===== src/rtl/instruction_decode_stage_if.sv =====
// -----------------------------------------------------------------------------
// instruction_decode_stage_if
// Purpose : Bundles the handshake and bus signals of instruction_decode_stage.
//           The upstream/downstream driver uses the master modport and the
//           decode stage uses the slave modport.
// Signals : flush, in_valid/in_ready, instruction, pc    (fetch side)
//           out_valid/out_ready, decoded fields, immediates, itype,
//           pc_plus4, branch_target, jump_target, decoded_count (consumer side)
//           illegal (present only when ID_ILLEGAL_TRAP_EN is defined)
// Macro   : ID_ILLEGAL_TRAP_EN adds the registered `illegal` flag.
// -----------------------------------------------------------------------------
interface instruction_decode_stage_if #(
  parameter int XLEN  = 32,
  parameter int PC_W  = 32,
  parameter int CNT_W = 16
);
  logic              flush;
  logic              in_valid;
  logic              in_ready;
  logic [31:0]       instruction;
  logic [PC_W-1:0]   pc;
  logic              out_valid;
  logic              out_ready;
  logic [5:0]        opcode;
  logic [4:0]        rs;
  logic [4:0]        rt;
  logic [4:0]        rd;
  logic [4:0]        shamt;
  logic [5:0]        funct;
  logic [XLEN-1:0]   imm_sext;
  logic [XLEN-1:0]   imm_zext;
  logic [1:0]        itype;
  logic [PC_W-1:0]   pc_plus4;
  logic [PC_W-1:0]   branch_target;
  logic [PC_W-1:0]   jump_target;
  logic [CNT_W-1:0]  decoded_count;
`ifdef ID_ILLEGAL_TRAP_EN
  logic              illegal;
`endif

  modport master (
    output flush, in_valid, instruction, pc, out_ready,
`ifdef ID_ILLEGAL_TRAP_EN
    input  illegal,
`endif
    input  in_ready, out_valid, opcode, rs, rt, rd, shamt, funct,
           imm_sext, imm_zext, itype, pc_plus4, branch_target, jump_target,
           decoded_count
  );

  modport slave (
    input  flush, in_valid, instruction, pc, out_ready,
`ifdef ID_ILLEGAL_TRAP_EN
    output illegal,
`endif
    output in_ready, out_valid, opcode, rs, rt, rd, shamt, funct,
           imm_sext, imm_zext, itype, pc_plus4, branch_target, jump_target,
           decoded_count
  );
endinterface


===== src/rtl/instruction_decode_stage.sv =====
// -----------------------------------------------------------------------------
// instruction_decode_stage
// Purpose : Registered MIPS decode stage with valid/ready flow control. The
//           incoming {instruction, pc} is decoded combinationally and the
//           resulting bundle is registered in a main register backed by a
//           one-entry skid register, so back-pressure never stalls a full-rate
//           stream by more than the downstream stall itself.
// Ports   : clk    - clock, rising edge
//           rst_n  - asynchronous reset, active low
//           bus    - instruction_decode_stage_if.slave (handshakes, decoded
//                    fields, immediates, PC arithmetic, decoded_count)
// Macro   : ID_ILLEGAL_TRAP_EN - when defined, bus.illegal flags encodings
//           outside the supported opcode/funct sets; it travels with the bundle.
// -----------------------------------------------------------------------------
module instruction_decode_stage #(
  parameter int XLEN  = 32,
  parameter int PC_W  = 32,
  parameter int CNT_W = 16
) (
  input  logic                         clk,
  input  logic                         rst_n,
  instruction_decode_stage_if.slave    bus
);

`ifdef ID_ILLEGAL_TRAP_EN
  localparam int ILL_W = 1;
`else
  localparam int ILL_W = 0;
`endif
  // opcode+rs+rt+rd+shamt+funct, two immediates, itype, three PC values
  localparam int FIELD_W = 6 + 5 * 4 + 6 + 2 * XLEN + 2 + 3 * PC_W;
  localparam int BW      = FIELD_W + ILL_W;

  // Encoding chosen so bit0 = out_valid and bit1 = skid_valid.
  typedef enum logic [1:0] {
    ST_EMPTY = 2'b00,
    ST_ONE   = 2'b01,
    ST_FULL  = 2'b11
  } state_e;

  state_e            state_q, state_d;
  logic [BW-1:0]     main_q, main_d;
  logic [BW-1:0]     skid_q, skid_d;
  logic [CNT_W-1:0]  cnt_q, cnt_d;

  logic              out_valid, skid_valid, accept, deliver;
  logic [BW-1:0]     dec_bundle;
  logic [5:0]        dec_op;
  logic [1:0]        dec_itype;
  logic [PC_W-1:0]   dec_pc4, dec_br, dec_jt;

`ifdef ID_ILLEGAL_TRAP_EN
  function automatic logic is_illegal(input logic [5:0] op, input logic [5:0] fn);
    logic ill;
    ill = 1'b1;
    case (op)
      6'h00: begin
        case (fn)
          6'h00, 6'h02, 6'h03, 6'h08, 6'h20, 6'h21, 6'h22, 6'h23,
          6'h24, 6'h25, 6'h26, 6'h27, 6'h2A, 6'h2B: ill = 1'b0;
          default: ill = 1'b1;
        endcase
      end
      6'h02, 6'h03, 6'h04, 6'h05, 6'h08, 6'h09, 6'h0A, 6'h0B,
      6'h0C, 6'h0D, 6'h0E, 6'h0F, 6'h23, 6'h2B: ill = 1'b0;
      default: ill = 1'b1;
    endcase
    return ill;
  endfunction
`endif

  assign out_valid = state_q[0];
  assign skid_valid = state_q[1];
  assign bus.in_ready  = !skid_valid;
  assign bus.out_valid = out_valid;
  assign accept  = bus.in_valid && !skid_valid && !bus.flush;
  assign deliver = out_valid && bus.out_ready;

  // Combinational decode of the presented word.
  always_comb begin
    dec_op    = bus.instruction[31:26];
    dec_itype = (dec_op == 6'h00) ? 2'd0 :
                ((dec_op == 6'h02) || (dec_op == 6'h03)) ? 2'd2 : 2'd1;
    dec_pc4   = bus.pc + PC_W'(4);
    // Word offset sign-extended straight to PC_W, so any XLEN>PC_W case
    // naturally uses only the low PC_W bits.
    dec_br    = dec_pc4 + PC_W'($signed({bus.instruction[15:0], 2'b00}));
    // Keep pc_plus4 bits above 27 and splice in the 28-bit jump field;
    // a mask avoids a zero-width slice when PC_W is exactly 28.
    dec_jt    = (dec_pc4 & ({PC_W{1'b1}} << 28)) |
                PC_W'({bus.instruction[25:0], 2'b00});
    dec_bundle = '0;
    dec_bundle[BW-1 -: FIELD_W] = {
      dec_op,
      bus.instruction[25:21],
      bus.instruction[20:16],
      bus.instruction[15:11],
      bus.instruction[10:6],
      bus.instruction[5:0],
      XLEN'($signed(bus.instruction[15:0])),
      XLEN'(bus.instruction[15:0]),
      dec_itype,
      dec_pc4,
      dec_br,
      dec_jt
    };
`ifdef ID_ILLEGAL_TRAP_EN
    dec_bundle[0] = is_illegal(dec_op, bus.instruction[5:0]);
`endif
  end

  // Skid-buffer control; flush overrides everything but the count.
  always_comb begin
    state_d = state_q;
    main_d  = main_q;
    skid_d  = skid_q;
    cnt_d   = cnt_q + CNT_W'(deliver);
    if (bus.flush) begin
      state_d = ST_EMPTY;
    end else begin
      case (state_q)
        ST_EMPTY: begin
          if (accept) begin
            main_d  = dec_bundle;
            state_d = ST_ONE;
          end
        end
        ST_ONE: begin
          if (accept && deliver) begin
            main_d = dec_bundle;
          end else if (accept) begin
            skid_d  = dec_bundle;
            state_d = ST_FULL;
          end else if (deliver) begin
            state_d = ST_EMPTY;
          end
        end
        ST_FULL: begin
          if (deliver) begin
            main_d  = skid_q;
            state_d = ST_ONE;
          end
        end
        default: state_d = ST_EMPTY;
      endcase
    end
  end

  always_ff @(posedge clk or negedge rst_n) begin
    if (!rst_n) begin
      state_q <= ST_EMPTY;
      main_q  <= '0;
      skid_q  <= '0;
      cnt_q   <= '0;
    end else begin
      state_q <= state_d;
      main_q  <= main_d;
      skid_q  <= skid_d;
      cnt_q   <= cnt_d;
    end
  end

  assign {bus.opcode, bus.rs, bus.rt, bus.rd, bus.shamt, bus.funct,
          bus.imm_sext, bus.imm_zext, bus.itype,
          bus.pc_plus4, bus.branch_target, bus.jump_target} = main_q[BW-1 -: FIELD_W];
`ifdef ID_ILLEGAL_TRAP_EN
  assign bus.illegal = main_q[0];
`endif
  assign bus.decoded_count = cnt_q;

endmodule


===== src/flat_wrapper.sv =====
// flat-port wrapper written by rule: the top's interface ports become plain ports
module instruction_decode_stage_flat 
#(
  parameter int XLEN  = 32,
  parameter int PC_W  = 32,
  parameter int CNT_W = 16
)
  (clk, rst_n, bus_flush, bus_in_valid, bus_instruction, bus_pc, bus_out_ready, bus_in_ready, bus_out_valid, bus_opcode, bus_rs, bus_rt, bus_rd, bus_shamt, bus_funct, bus_imm_sext, bus_imm_zext, bus_itype, bus_pc_plus4, bus_branch_target, bus_jump_target, bus_decoded_count);
  instruction_decode_stage_if #(.XLEN(XLEN), .PC_W(PC_W), .CNT_W(CNT_W)) bus_i ();
  input  logic clk;
  input  logic rst_n;
  input wire logic [$bits(bus_i.flush)-1:0] bus_flush;
  input wire logic [$bits(bus_i.in_valid)-1:0] bus_in_valid;
  input wire logic [$bits(bus_i.instruction)-1:0] bus_instruction;
  input wire logic [$bits(bus_i.pc)-1:0] bus_pc;
  input wire logic [$bits(bus_i.out_ready)-1:0] bus_out_ready;
  output wire logic [$bits(bus_i.in_ready)-1:0] bus_in_ready;
  output wire logic [$bits(bus_i.out_valid)-1:0] bus_out_valid;
  output wire logic [$bits(bus_i.opcode)-1:0] bus_opcode;
  output wire logic [$bits(bus_i.rs)-1:0] bus_rs;
  output wire logic [$bits(bus_i.rt)-1:0] bus_rt;
  output wire logic [$bits(bus_i.rd)-1:0] bus_rd;
  output wire logic [$bits(bus_i.shamt)-1:0] bus_shamt;
  output wire logic [$bits(bus_i.funct)-1:0] bus_funct;
  output wire logic [$bits(bus_i.imm_sext)-1:0] bus_imm_sext;
  output wire logic [$bits(bus_i.imm_zext)-1:0] bus_imm_zext;
  output wire logic [$bits(bus_i.itype)-1:0] bus_itype;
  output wire logic [$bits(bus_i.pc_plus4)-1:0] bus_pc_plus4;
  output wire logic [$bits(bus_i.branch_target)-1:0] bus_branch_target;
  output wire logic [$bits(bus_i.jump_target)-1:0] bus_jump_target;
  output wire logic [$bits(bus_i.decoded_count)-1:0] bus_decoded_count;
  assign bus_i.flush = bus_flush;
  assign bus_i.in_valid = bus_in_valid;
  assign bus_i.instruction = bus_instruction;
  assign bus_i.pc = bus_pc;
  assign bus_i.out_ready = bus_out_ready;
  assign bus_in_ready = bus_i.in_ready;
  assign bus_out_valid = bus_i.out_valid;
  assign bus_opcode = bus_i.opcode;
  assign bus_rs = bus_i.rs;
  assign bus_rt = bus_i.rt;
  assign bus_rd = bus_i.rd;
  assign bus_shamt = bus_i.shamt;
  assign bus_funct = bus_i.funct;
  assign bus_imm_sext = bus_i.imm_sext;
  assign bus_imm_zext = bus_i.imm_zext;
  assign bus_itype = bus_i.itype;
  assign bus_pc_plus4 = bus_i.pc_plus4;
  assign bus_branch_target = bus_i.branch_target;
  assign bus_jump_target = bus_i.jump_target;
  assign bus_decoded_count = bus_i.decoded_count;
  instruction_decode_stage #(.XLEN(XLEN), .PC_W(PC_W), .CNT_W(CNT_W)) u_core (.clk(clk), .rst_n(rst_n), .bus(bus_i));
endmodule

===== config.mk =====
export PLATFORM = sky130hd
export DESIGN_NAME = instruction_decode_stage_flat
export DESIGN_NICKNAME = d
export VERILOG_FILES = /design/src/rtl/instruction_decode_stage_if.sv /design/src/rtl/instruction_decode_stage.sv /design/src/flat_wrapper.sv
export SDC_FILE = /design/constraint.sdc
export NUM_CORES = 1
export LEC_CHECK = 0
export ABC_AREA = 1
export CORE_AREA = 2 2 162 164
export DETAILED_ROUTE_END_ITERATION = 8
export DIE_AREA = 0 0 164 166
export PLACE_DENSITY = 0.88
export SYNTH_ARGS = -nofsm -noshare
export SYNTH_HDL_FRONTEND = slang
export SYNTH_SLANG_ARGS = --single-unit

===== constraint.sdc =====
create_clock -name clk -period 2.65 [get_ports clk]
set_input_delay 0.265 -clock clk [delete_from_list [all_inputs] [get_ports clk]]
set_output_delay 0.265 -clock clk [all_outputs]
set_load 0.005 [all_outputs]

After elaboration in Yosys (flattened, before gate mapping) --
Cells that the tools add are included.
Word-level totals: bits of input ports 69, output and inout bits 212, register bits after elaboration 390, word-level logic and storage cells 47
Cells by class: eq/ne operators 11, reductions and logical operators 13, multiplexer cells 13, $add $sub $neg 3, bitwise logic cells 3
Operator list (number):
- 194-bit 2-to-1 mux | 3
- 194-bit case mux with 3 select lines | 1
- 32-bit by 3-bit adder with 32-bit output (second input constant) | 1
- 32-bit adder | 1
- 32-bit by 28-bit bitwise OR with 32-bit output | 1
- 16-bit by 1-bit adder with 16-bit output | 1
- 2-bit 2-to-1 mux | 8
- 6-bit by 2-bit equality test with 1-bit output (second input constant) | 2
- 4-bit AND reduction | 2
- 6-bit zero test | 1
- 2-bit by 1-bit inequality test with 1-bit output (second input constant) | 3
- 3-bit by 2-bit inequality test with 1-bit output (second input constant) | 2
- 2-bit case mux with 3 select lines | 1
- 5-bit AND reduction | 1
- 1-bit logical AND | 4
- 4-bit by 2-bit inequality test with 1-bit output (second input constant) | 1
- 3-bit inequality test (second input constant) | 1
- 3-bit nonzero test | 1
- 2-bit by 1-bit equality test with 1-bit output (second input constant) | 1
- 2-bit equality test (second input constant) | 1
- 1-bit zero test | 2
- 2-bit zero test | 1
- 1-bit NOT | 2
- 1-bit logical OR | 1

Logic depth before layout (Yosys ltp) --
depth in word-level cells 7, gate-level depth with buffers 25, mapped depth without buffers 25

Worst setup path after synthesis --
OpenSTA, ideal clock, no wires.
path type input port to flip-flop, start point in bus_pc[2], end point reg u_core.main_q[53], setup time 116 ps, arrival 2504 ps, buffers on the path 0, stages 22, data required time 2534 ps, slack 30 ps, cells stage by stage ha_1 > nand2_2 > nor2_4 > nand2_2 > nor2_2 > nand2_1 > nor2_2 > nand2_1 > xor2_1 > inv_1 > ha_1 > nand2_1 > nor2_1 > inv_1 > o21ai_0 > inv_1 > nand2_1 > nand2_1 > nand2_1 > nand2_1 > nand2_1 > nand2_1
On the way: word-level cells in the longest chain between the ends 4
Ends and longest elaborated chain:
- start, declared | RTL line flat_wrapper.sv:15 | input wire logic [$bits(bus_i.pc)-1:0] bus_pc;
- 32-bit by 3-bit adder with 32-bit output (*) | RTL line instruction_decode_stage.sv:84 | dec_pc4 = bus.pc + PC_W'(4);
- net u_core.dec_pc4[20] | RTL line instruction_decode_stage.sv:50 | logic [PC_W-1:0] dec_pc4, dec_br, dec_jt;
- 32-bit adder (*) | RTL line instruction_decode_stage.sv:87 | dec_br = dec_pc4 + PC_W'($signed({bus.instruction[15:0], 2'b00}));
- 194-bit 2-to-1 mux, on equally long branches | RTL line instruction_decode_stage.sv:129, instruction_decode_stage.sv:123
- 194-bit case mux with 3 select lines (*) | RTL line instruction_decode_stage.sv:121 | case (state_q)
- end signal, assigned | RTL line instruction_decode_stage.sv:157 | main_q <= main_d;
- end, declared | RTL line instruction_decode_stage.sv:42 | logic [BW-1:0] main_q, main_d;
The timed path passes the listed nets; every way through them passes the cells marked *. The select of a mux whose other input is x is not followed. A chain may end at the register's enable or synchronous reset.

Worst setup path in the final report --
start point in bus_pc[3], end point reg u_core.main_q[60]
The elaborated chain is that of the path after synthesis.

==> summary.txt <==
Timing
  – Worst Clk Skew: 0.0216 ns
  – Max Slew Vio Count: 0
  – Final min period: 2.63 ns
  – Rel. slew slack: 46.2%
  – Final setup violation count: 0
  – Max frequency: 380 MHz
  – Part of the cycle the worst path needs: 99.4%
  – Hold WS: 0.0110 ns
  – Least-Margin Pin Slew: 0.807 ns
  – Fin. Hold Viols: 0
  – RSZ-0062 raised after global routing: yes

Global routing
  – Initial antenna violation count: 4
  – GRT Residual Overflow: 0
  – Global router's overall resource usage: 29.5%
  – Largest net degree at the start of global routing: 92
  – Wire length of the first global-routing pass: 63600 um
  – Vias in the first global route: 11900

Clocking
  – CTS tree: done
  – Clock root cell: clkbuf_16
  – CTS clk-pin slew, worst paths: 0.06 ns
  – Max Buffers Root-to-Sink: 3
  – CTS buffer count: 24
  – Htree depth: 1
  – Worst-Skew Late Latency: 0.54 ns
  – Clk sinks: 210

Layout
  – Post-layout nets: 2095
  – Area Growth Syn to Fin: 40.1%
  – Fraction of layout instances using a drive strength above 1: 19.1%

Worst setup path
  – CP Class: in -> reg
  – Max Fanout on Critical Path: 4
  – Setup slack, reg-to-reg: 0.26 ns
  – Startpoint Class: primary input
  – CP Data Required Time: 3.06 ns
  – Worst Setup End Kind: flip-flop
  – Critical Path AT: 3.04 ns

Min path
  – Type of the worst min-delay path: in -> reg

Run
  – MaxCap Viol Count: 0

Synthesis
  – Flops & latches, synth: 210
  – Mapped Area: 12500 um2
  – Primary FF master, synth: dfrtp_1
  – Number of synthesized flops with an enable pin: 0
  – Post-synth ARST share: 100%
  – Post-Syn Instances: 1680
  – Dominant cells by area after synthesis: dfrtp_1 42%, nand2_1 18%, buf_4 5.9%
  – Mean area per synthesized cell: 7.44 um2
  – Yosys top cell by area: dfrtp_1
  – Top-count cell post-synth: nand2_1
  – Yosys warns: 0
  – Post-synth top area share: 42.0%
  – Sequential-to-total area share from yosys stat: 42.0%
  – Leading cell types by count after synthesis: 587 x nand2_1, 210 x dfrtp_1, 163 x nor2_1, 129 x inv_1, 99 x buf_4
  – Synth cell types: 44

Power
  – Clock power share: 22.6%
  – Pwr Total: 15.9 mW
  – P_sw: 5.43 mW
  – Net Sw Frac: 34.1%
  – P_int: 10.5 mW
  – Leak: 8.83 nW
  – Sequential share of power: 36.1%
  – Peak supply drop: 0.000728 V
  – Combinational share of power: 41.3%
  – Pwr Density: 907 nW/um2

Routing
  – Post-route ant nets: 0
  – DRC: 0
  – Vias/cell: 5.26
  – Routed WL: 41300 um
  – Drt pass-1 iters: 6
  – DRT iter0 DRCs: 1138
  – Post-detailed-route wirelength per cell: 17.6 um
  – Via count: 12300

Floorplanning
  – Io pins: 281
  – Die height: 166 um
  – Initial Util: 48.8%
  – Core Rows: 59
  – Die ar.: 27200 um2
  – Core area: 25600 um2
  – Die extent in x: 164 um

Outcome
  – Status: finished, final reports clean

Placement
  – Port Buf Inserts: 262
  – Routability cong.: 0.913
  – Hpwl dp: 28700 um
==> worst max-delay path, stage by stage <==
cell and delay [ns]:
dlygate4sd2_1 0.23, ha_2 0.20, nand2_2 0.08, nor2_4 0.16
nand2_2 0.10, nor2_4 0.16, nand2_2 0.11, nor2_4 0.12
xor2_1 0.22, inv_1 0.12, ha_4 0.25, nand2_1 0.15
nor2_1 0.07, nor2_1 0.17, o21ai_2 0.10, a21oi_2 0.17
nand2_1 0.07, nand2_1 0.07, nand3_1 0.06, nand2_1 0.10
nand2_1 0.06
==> through the flow <==
stage               utilization [%]  setup TNS, ns  instance area, um2  setup slack (ns)  cells
finish                         68.4              0               17500            0.0162   2340
global route                   68.4          -2.84               17500            -0.178   2340
CTS                            66.1              0               16900          0.000367   2325
detailed placement             61.6         -35.54               15800            -0.882   2274
global placement               61.6         -31.62               15800            -0.878   2274
floorplan                         -              0               12600            0.0296   1697
==> state kept, by name, indices dropped and copies added (netlist names) <==
signal	flops
u_core.main_q	96
u_core.state_q	2
u_core.bus.decoded_count	16
u_core.skid_q	96
==> kinds of logic (layout without fill, tap and decap cells) <==
logic type               after synthesis  count (layout)  synth area share (%)
AND/OR/NAND/NOR                      858             858                  28.2
buffers and inverters                297             602                  12.2
AO/OA/AOI/OAI                        223             223                  9.76
flip-flops                           210             210                  42.0
XOR/XNOR                              50              50                  3.68
adder cells (fa/ha/maj)               41              41                  4.16
other                                  1              21                0.0300
==> worst paths after layout <==
check / from / cells after the start / end
setup / recovery: bus_pc[3] / 21 / u_core.main_q[60]$_DFFE_PN0P_
hold / removal: bus_pc[2] / 2 / u_core.skid_q[66]$_DFFE_PN0P_
setup reg to reg: u_core.state_q[0]$_DFFE_PN0P_ / 11 / u_core.bus.decoded_count[14]$_DFF_PN0_
hold reg to reg: u_core.bus.decoded_count[15]$_DFF_PN0_ / 1 / u_core.bus.decoded_count[15]$_DFF_PN0_
max in group asynchronous: rst_n / 3 / u_core.main_q[65]$_DFFE_PN0P_
min in group asynchronous: rst_n / 2 / u_core.skid_q[63]$_DFFE_PN0P_
==> per-layer routing <==
layer	global-route usage, %	vias up	share of wire, %
li1	-	5793	-
met1	36.5	5817	39
met2	50.4	579	50
met3	5.52	112	7.3
met4	11.8	2	3.9
met5	0	-	0.027
==> area by class of cell <==
type,instances,area [um2]
clock buffers,31,677
diodes,3,7.51
well taps,335,419
multi-input cells,1190,6520
flip-flops and latches,210,5260
clock inverters,12,178
fillers,1897,8100
repair buffers,421,3950
inverters,138,520
==> placed cells by master, fill, tap and decap left out, types with 3 or more instances in the layout <==
cell / synthesis / routed
inv_2: 9 / 19
xor2_1: 36 / 29
xnor2_1: 11 / 10
o21a_1: 10 / 10
nor3_2: 5 / 6
diode_2: 0 / 3
clkdlybuf4s50_1: 0 / 238
nor2_1: 163 / 135
o21ai_1: 8 / 14
nand2_4: 3 / 7
nor2_4: 7 / 17
dlygate4sd2_1: 0 / 8
clkbuf_16: 0 / 24
dlymetal6s2s_1: 0 / 14
conb_1: 1 / 18
nand4_1: 11 / 11
nand3_1: 52 / 45
nand2_1: 587 / 551
a21oi_2: 0 / 14
xor2_2: 2 / 8
inv_1: 129 / 117
bufinv_16: 0 / 4
nand3_2: 2 / 9
nand2_2: 7 / 39
a31oi_1: 43 / 43
a21oi_1: 81 / 66
nor2_2: 2 / 20
clkbuf_8: 0 / 6
clkinv_2: 0 / 7
ha_4: 0 / 19
ha_1: 40 / 20
buf_12: 0 / 8
nor3_4: 1 / 4
buf_4: 99 / 149
o21bai_2: 0 / 3
dfrtp_1: 210 / 210
o21ai_0: 71 / 63
or2_2: 4 / 4
==> timing repair <==
action	4_1_cts	5_1_grt
setup buffers	7	12
pin swaps	19	49
resized for setup	67	127
endpoints found under the setup margin	42	44
hold buffers	1	0
endpoints found under the hold margin	80	0
==> power by group through the flow <==
stage | combinational, mW | clock (mW) | sequential, mW
3_5_place_dp | 6.35 | 0 | 5.75
4_1_cts | 6.47 | 3.65 | 5.73
3_3_place_gp | 6.14 | 0 | 5.69
6_report | 6.56 | 3.59 | 5.74
2_1_floorplan | 3.28 | 0 | 5.53
5_1_grt | 7.22 | 3.78 | 5.90
No activity file was read; power rests on OpenSTA's default activity.
